**src/rtl/hpdmc_cmdsched.sv**
```systemverilog
// hpdmc_cmdsched: SDRAM command scheduler with an open-page policy.
// Takes one access request at a time (stb/we/address) and turns it into
// ACT / READ / WRITE / PRE sequences, and interleaves auto-refresh
// (PRE-all + REF) driven by a free-running refresh interval timer.
// Ports:
//   sys_clk, sdram_rst      - clock, synchronous active-high reset
//   stb, we, address        - request {bank[21:20], row[19:7], col[6:0]}
//   ack_cmd                 - pulse when the request's READ/WRITE goes out
//   sdram_*                 - registered SDRAM command, address, bank
//   read, write, concerned_bank - data controller notifications
//   read_safe, write_safe, precharge_safe - data controller interlocks
//   tim_*                   - timing parameters in cycles
module hpdmc_cmdsched (
  input  logic        sys_clk,
  input  logic        sdram_rst,
  input  logic        stb,
  input  logic        we,
  input  logic [21:0] address,
  output logic        ack_cmd,
  output logic        sdram_cs_n,
  output logic        sdram_ras_n,
  output logic        sdram_cas_n,
  output logic        sdram_we_n,
  output logic [12:0] sdram_adr,
  output logic [1:0]  sdram_ba,
  output logic        read,
  output logic        write,
  output logic [3:0]  concerned_bank,
  input  logic        read_safe,
  input  logic        write_safe,
  input  logic [3:0]  precharge_safe,
  input  logic [2:0]  tim_rp,
  input  logic [2:0]  tim_rcd,
  input  logic [3:0]  tim_rfc,
  input  logic [10:0] tim_refi
);

  localparam logic [3:0] CMD_NOP = 4'b0111;
  localparam logic [3:0] CMD_ACT = 4'b0011;
  localparam logic [3:0] CMD_RD  = 4'b0101;
  localparam logic [3:0] CMD_WR  = 4'b0100;
  localparam logic [3:0] CMD_PRE = 4'b0010;
  localparam logic [3:0] CMD_REF = 4'b0001;

  typedef enum logic [3:0] {
    S_IDLE, S_ACT, S_WAIT_RCD, S_RW, S_PRE, S_WAIT_RP, S_PREALL, S_REF, S_WAIT_RFC
  } state_t;

  state_t           state_q, state_d;
  logic [3:0]       cnt_q, cnt_d;
  logic             rp_to_ref_q, rp_to_ref_d;   // WAIT_RP exits to REF after a PRE-all
  logic [10:0]      refi_q, refi_d;
  logic             ref_pend_q, ref_pend_d;
  logic [3:0]       open_q, open_d;
  logic [3:0][12:0] row_q, row_d;
  logic             rq_we_q, rq_we_d;
  logic [1:0]       rq_bank_q, rq_bank_d;
  logic [12:0]      rq_row_q, rq_row_d;
  logic [6:0]       rq_col_q, rq_col_d;
  logic [3:0]       cmd_q, cmd_d;
  logic [12:0]      adr_q, adr_d;
  logic [1:0]       ba_q, ba_d;
  logic             ack_q, ack_d, rd_q, rd_d, wr_q, wr_d;
  logic [3:0]       cb_q, cb_d;

  logic [1:0]  in_bank;
  logic [12:0] in_row;
  logic [2:0]  rp_eff, rcd_eff;
  logic        refi_expire, rw_go, pre_go, preall_go;

  assign in_bank     = address[21:20];
  assign in_row      = address[19:7];
  assign rp_eff      = (tim_rp  == 3'd0) ? 3'd1 : tim_rp;
  assign rcd_eff     = (tim_rcd == 3'd0) ? 3'd1 : tim_rcd;
  assign refi_expire = (refi_q == 11'd0);
  assign rw_go       = rq_we_q ? write_safe : read_safe;
  assign pre_go      = precharge_safe[rq_bank_q];
  assign preall_go   = (open_q != 4'd0) && (&precharge_safe);

  // State and all registers.
  always_ff @(posedge sys_clk) begin
    if (sdram_rst) begin
      state_q     <= S_IDLE;
      cnt_q       <= '0;
      rp_to_ref_q <= 1'b0;
      refi_q      <= tim_refi;
      ref_pend_q  <= 1'b0;
      open_q      <= '0;
      row_q       <= '0;
      rq_we_q     <= 1'b0;
      rq_bank_q   <= '0;
      rq_row_q    <= '0;
      rq_col_q    <= '0;
      cmd_q       <= CMD_NOP;
      adr_q       <= '0;
      ba_q        <= '0;
      ack_q       <= 1'b0;
      rd_q        <= 1'b0;
      wr_q        <= 1'b0;
      cb_q        <= '0;
    end else begin
      state_q     <= state_d;
      cnt_q       <= cnt_d;
      rp_to_ref_q <= rp_to_ref_d;
      refi_q      <= refi_d;
      ref_pend_q  <= ref_pend_d;
      open_q      <= open_d;
      row_q       <= row_d;
      rq_we_q     <= rq_we_d;
      rq_bank_q   <= rq_bank_d;
      rq_row_q    <= rq_row_d;
      rq_col_q    <= rq_col_d;
      cmd_q       <= cmd_d;
      adr_q       <= adr_d;
      ba_q        <= ba_d;
      ack_q       <= ack_d;
      rd_q        <= rd_d;
      wr_q        <= wr_d;
      cb_q        <= cb_d;
    end
  end

  // Next state, counters, bank bookkeeping.
  always_comb begin
    state_d     = state_q;
    cnt_d       = cnt_q;
    rp_to_ref_d = rp_to_ref_q;
    open_d      = open_q;
    row_d       = row_q;
    rq_we_d     = rq_we_q;
    rq_bank_d   = rq_bank_q;
    rq_row_d    = rq_row_q;
    rq_col_d    = rq_col_q;
    refi_d      = refi_expire ? tim_refi : refi_q - 11'd1;
    // Single pending bit: an expiry while already pending is absorbed.
    ref_pend_d  = refi_expire | (ref_pend_q & (state_q != S_REF));
    case (state_q)
      S_IDLE: begin
        if (ref_pend_q) begin
          state_d = S_PREALL;
        // ack_cmd is registered, so stb is still high during the ack cycle;
        // ignore it then to avoid re-accepting the finished request.
        end else if (stb && !ack_q) begin
          rq_we_d   = we;
          rq_bank_d = in_bank;
          rq_row_d  = in_row;
          rq_col_d  = address[6:0];
          if (!open_q[in_bank])              state_d = S_ACT;
          else if (row_q[in_bank] == in_row) state_d = S_RW;
          else                               state_d = S_PRE;
        end
      end
      S_ACT: begin
        open_d[rq_bank_q] = 1'b1;
        row_d[rq_bank_q]  = rq_row_q;
        // The ACT itself occupies one cycle, so only rcd-1 wait cycles remain.
        cnt_d   = {1'b0, rcd_eff} - 4'd1;
        state_d = (rcd_eff == 3'd1) ? S_RW : S_WAIT_RCD;
      end
      S_WAIT_RCD: begin
        cnt_d = cnt_q - 4'd1;
        if (cnt_q <= 4'd1) state_d = S_RW;
      end
      S_RW:
        if (rw_go) state_d = S_IDLE;
      S_PRE:
        if (pre_go) begin
          open_d[rq_bank_q] = 1'b0;
          rp_to_ref_d       = 1'b0;
          cnt_d             = {1'b0, rp_eff} - 4'd1;
          state_d           = (rp_eff == 3'd1) ? S_ACT : S_WAIT_RP;
        end
      S_WAIT_RP: begin
        cnt_d = cnt_q - 4'd1;
        if (cnt_q <= 4'd1) state_d = rp_to_ref_q ? S_REF : S_ACT;
      end
      S_PREALL: begin
        if (open_q == 4'd0) begin
          state_d = S_REF;
        end else if (preall_go) begin
          open_d      = '0;
          rp_to_ref_d = 1'b1;
          cnt_d       = {1'b0, rp_eff} - 4'd1;
          state_d     = (rp_eff == 3'd1) ? S_REF : S_WAIT_RP;
        end
      end
      S_REF: begin
        cnt_d   = tim_rfc;
        state_d = S_WAIT_RFC;
      end
      S_WAIT_RFC: begin
        cnt_d = cnt_q - 4'd1;
        if (cnt_q <= 4'd1) state_d = S_IDLE;
      end
      default: state_d = S_IDLE;
    endcase
  end

  // Command / notification outputs; address and bank hold on NOP cycles.
  always_comb begin
    cmd_d = CMD_NOP;
    adr_d = adr_q;
    ba_d  = ba_q;
    ack_d = 1'b0;
    rd_d  = 1'b0;
    wr_d  = 1'b0;
    cb_d  = '0;
    case (state_q)
      S_ACT: begin
        cmd_d = CMD_ACT;
        ba_d  = rq_bank_q;
        adr_d = rq_row_q;
      end
      S_RW:
        if (rw_go) begin
          cmd_d = rq_we_q ? CMD_WR : CMD_RD;
          ba_d  = rq_bank_q;
          adr_d = {4'b0000, rq_col_q, 2'b00};
          ack_d = 1'b1;
          rd_d  = ~rq_we_q;
          wr_d  = rq_we_q;
          cb_d  = 4'(4'b0001 << rq_bank_q);
        end
      S_PRE:
        if (pre_go) begin
          cmd_d = CMD_PRE;
          ba_d  = rq_bank_q;
          adr_d = 13'h0000;
        end
      S_PREALL:
        if (preall_go) begin
          cmd_d = CMD_PRE;
          adr_d = 13'h0400;
        end
      S_REF: cmd_d = CMD_REF;
      default: ;
    endcase
  end

  assign {sdram_cs_n, sdram_ras_n, sdram_cas_n, sdram_we_n} = cmd_q;
  assign sdram_adr      = adr_q;
  assign sdram_ba       = ba_q;
  assign ack_cmd        = ack_q;
  assign read           = rd_q;
  assign write          = wr_q;
  assign concerned_bank = cb_q;

endmodule

```
**config.mk**
```make
export PLATFORM = sky130hd
export DESIGN_NAME = hpdmc_cmdsched
export DESIGN_NICKNAME = d
export VERILOG_FILES = /design/src/rtl/hpdmc_cmdsched.sv
export SDC_FILE = /design/constraint.sdc
export NUM_CORES = 1
export LEC_CHECK = 0
export BUFFER_PORTS_ARGS = -buffer_cell sky130_fd_sc_hd__buf_2
export CAP_MARGIN = 10
export CORE_MARGIN = 3
export CORE_UTILIZATION = 45
export CTS_CLUSTER_DIAMETER = 30
export DETAILED_ROUTE_END_ITERATION = 7
export MAX_ROUTING_LAYER = met4
export PLACE_DENSITY = 0.64
export SLEW_MARGIN = 20
export SYNTH_ARGS = -nofsm -noshare
export SYNTH_HDL_FRONTEND = slang
export SYNTH_SLANG_ARGS = --single-unit
```
**constraint.sdc**
```tcl
create_clock -name sys_clk -period 4.9 [get_ports sys_clk]
set_clock_uncertainty 0.15 [all_clocks]
set_input_delay 0.49 -clock sys_clk [delete_from_list [all_inputs] [get_ports sys_clk]]
set_output_delay 0.49 -clock sys_clk [all_outputs]
set_load 0.02 [all_outputs]
```
==> impl_summary.log <==
[metrics] # Post-CTS Setup Buffers: 0
[metrics] clock-pin slew on the worst setup and hold paths: 0.05 ns
[metrics] max-slew violation count: 0
[metrics] data arrival time of the worst path: 3.13 ns
[metrics] CP required: 5.09 ns
[metrics] Cell variety after synth: 59
[metrics] clock net sink count: 125
[metrics] first-pass GRT wire length: 24800 um
[metrics] most numerous cell types in the synthesized netlist: nand2_1 (161), dfxtp_1 (125), a21oi_1 (93)
[metrics] share of the synthesized area in compound gates (AO/OA/AOI/OAI): 0.170
[metrics] maximum number of pins on one net before global-route repair: 105
[metrics] routability congestion estimate: 0.914
[metrics] # rows: 40
[metrics] Pwr Density: 498 mW/mm^2
[metrics] Top delay family on crit path: simple AND/OR/NAND/NOR gates
[metrics] Slew @ Worst Pin: 0.937 ns
[metrics] most frequently used flop master after synthesis: dfxtp_1
[metrics] utilization after layout: 0.555
[metrics] post-placement cell count: 893
[metrics] multiplexer share of the synthesized area: 0.0744
[metrics] crit end category: flop
[metrics] Area Growth Syn to Fin: 17.4%
[metrics] Synth Area in XOR/XNOR: 0.0375
[metrics] Setup TNS: 0 ns
[metrics] antenna violations before repair: 0
[metrics] biggest area contributors in the synthesized netlist: dfxtp_1 (43%), nand2_1 (10%), a21oi_1 (8.0%)
[metrics] stage delay of the slowest cell on the critical path: 0.76 ns
[metrics] antenna-violating nets left: 0
[metrics] syn_area_per_cell: 8.48 sq um
[metrics] final global-route overflow total: 0
[metrics] Total Routing Usage GR: 0.225
[metrics] CTS tree: built
[metrics] buffers and inverters on the worst path: 1
[metrics] LEAKAGE: 2.64 nW
[metrics] root buf cell: clkbuf_16
[metrics] cell at the slowest stage of the critical path: dfxtp_1
[metrics] final cell count without fillers: 925
[metrics] detailed placer's ending HPWL: 10400 um
[metrics] number of buffers inserted by hold repair at cts: 0
[metrics] critical path class: reg2reg
[metrics] maximum VDD drop: 0.216 mV
[metrics] area share of the largest cell type after synthesis: 0.429
[metrics] wire length per cell: 16.7 um
[metrics] number of nets in the layout: 806
[metrics] Iter 0 DRT Violations: 339
[metrics] Worst setup SP type: flop
[metrics] type of the tightest min-delay check: in2reg
[metrics] TritonCTS buffer count: 17
[metrics] drt first pass iters: 5
[metrics] Post-synth EDFFs: 0
[metrics] area share of and/or/nand/nor cells after synthesis: 0.221
[metrics] instance count of the mapped netlist: 689
[metrics] H-Tree Level Count: 4
[metrics] minimum period implied by the final worst setup slack: 2.95 ns
[metrics] FFs w/ async S/R, synth: 0
[metrics] main combinational cell family by area after synthesis: simple AND/OR/NAND/NOR gates
[metrics] leading cell type by number of instances after synthesis: nand2_1
[metrics] Finish-stage setup viols: 0
[metrics] share of cells above drive strength 1: 0.189
[metrics] via count: 5059
[metrics] unrepaired setup endpoints after global routing: no
[metrics] die outline area: 0.0144 sq mm
[metrics] Top-Level Pins: 79
[metrics] DRT Wirelength: 15500 um
[metrics] #FFs+latches synth: 125
[metrics] Yosys warning total: 0
[metrics] DIE WIDTH: 120 um
[metrics] via count of the first global-routing pass: 4885
[metrics] highest attainable clock frequency: 0.339 GHz
[metrics] Core Box Area: 0.0124 sq mm
[metrics] adder-cell share of the synthesized area: 0.0150
[metrics] Hold WS: 0.119 ns
[metrics] maximum clock path buffer count: 2
[metrics] Synth Cell Area: 0.00584 sq mm
[metrics] number of cells upsized or downsized after cts: 0
[metrics] number of antenna repair diodes: 0
[metrics] final hold violation count: 0
[metrics] Die Y: 120 um
[metrics] Remaining DRCs: 0
[metrics] worst slew margin relative to its limit: 0.373
[metrics] nets in the synthesized netlist: 749
[metrics] number of max-capacitance violations reported: 0
[metrics] post-synthesis sequential area ratio: 0.429
[metrics] cell taking the most area after synthesis: dfxtp_1
[metrics] final cell area excluding filler cells: 0.00686 sq mm
[metrics] DP Area: 0.00625 sq mm
[metrics] crit share post-route: 0.601
[metrics] Avg Vias per Cell: 5.47
[metrics] clock insertion delay at the later pin of the skew report: 0.42 ns
[metrics] largest driver fanout on the critical path: 16
[metrics] critical path cell sequence: nand2b_1 -> nor4_1 -> a21o_2 -> nor4_4 -> buf_6 -> nand3_1 -> a21oi_1
[metrics] number of buffers added on ports: 77
[metrics] status: complete, no violations
[metrics] Initial Util: 0.472
==> through the flow <==
stage / setup slack, ns / power, mW
final: 1.95 / 3.41
after global placement: 1.87 / 2.16
after global routing: 1.77 / 3.58
after floorplan: 2.61 / 1.94
after detailed placement: 1.52 / 2.19
after CTS: 1.53 / 3.42
==> area by class of cell <==
type                    count  area (sq um)
multi-input cells         500          3040
inverters                  16          60.1
well taps                 168           210
clock buffers              22           454
fillers                  1168          5500
repair buffers             86           475
flip-flops and latches    125          2500
clock inverters             8           118
==> flip-flops by register name, indices dropped and copies added (netlist names) <==
name,count
write,1
row_q,52
rq_col_q,7
rq_we_q,1
rq_row_q,13
concerned_bank,4
read,1
cmd_q,3
state_q,4
ref_pend_q,1
rp_to_ref_q,1
sdram_ba,2
open_q,4
cnt_q,4
ack_cmd,1
refi_q,11
rq_bank_q,2
sdram_adr,13
==> cells in the final DEF, fill, tap and decap left out, drive strengths merged, types with 10 or more instances in the layout <==
cell type / netlist / routed
o21ai: 22 / 22
mux2i: 10 / 10
buf: 18 / 86
nand2b: 13 / 13
a22oi: 10 / 10
mux4: 13 / 13
xnor2: 19 / 19
nand3: 25 / 25
inv: 16 / 16
nor2: 38 / 38
clkbuf: 30 / 22
dfxtp: 125 / 125
nand2: 161 / 161
a211oi: 12 / 12
a21oi: 93 / 93
==> report_power, final <==
part	internal [mW]	leakage, nW	switching [mW]
Combinational	0.342	1.34	0.552
Sequential	1.14	1.02	0.154
Clock	0.802	0.280	0.425
Total	2.28	2.64	1.13
==> kinds of logic (layout without fill, tap and decap cells) <==
logic type                 Yosys count  count (layout)
DFF                                125             125
xor gates and xnor gates            25              25
other                                1               1
buffers and inverters               64             132
adders and majority gates            7               7
AOI/OAI and AO/OA                  159             159
muxes                               25              25
and+or+nand+nor                    283             283
==> final timing paths <==
check / startpoint / to / slack (ns) / cells past startpoint
hold reg to reg: row_q[10]$_SDFFE_PP0P_ / row_q[10]$_SDFFE_PP0P_ / 0.30 / 2
hold / removal: tim_refi[8] / refi_q[8]$_DFF_P_ / 0.12 / 3
setup / recovery: state_q[3]$_SDFFE_PP0P_ / sdram_adr[0]$_SDFFE_PP0P_ / 1.95 / 7
setup reg to reg: state_q[3]$_SDFFE_PP0P_ / sdram_adr[0]$_SDFFE_PP0P_ / 1.95 / 7
==> worst min-delay path: stages <==
cell     delay [ns]
buf_2          0.07
nand2_1        0.03
o21ai_0        0.05
==> per-layer routing <==
metal / vias to the layer above / track usage / wire (um)
met2: 161 / 0.361 / 7470
met4: 0 / 0.0859 / 348
met1: 2399 / 0.283 / 6780
met5: - / - / 0
li1: 2476 / - / -
met3: 23 / 0.0419 / 886
Note: power is estimated with default switching activity, not from simulation.
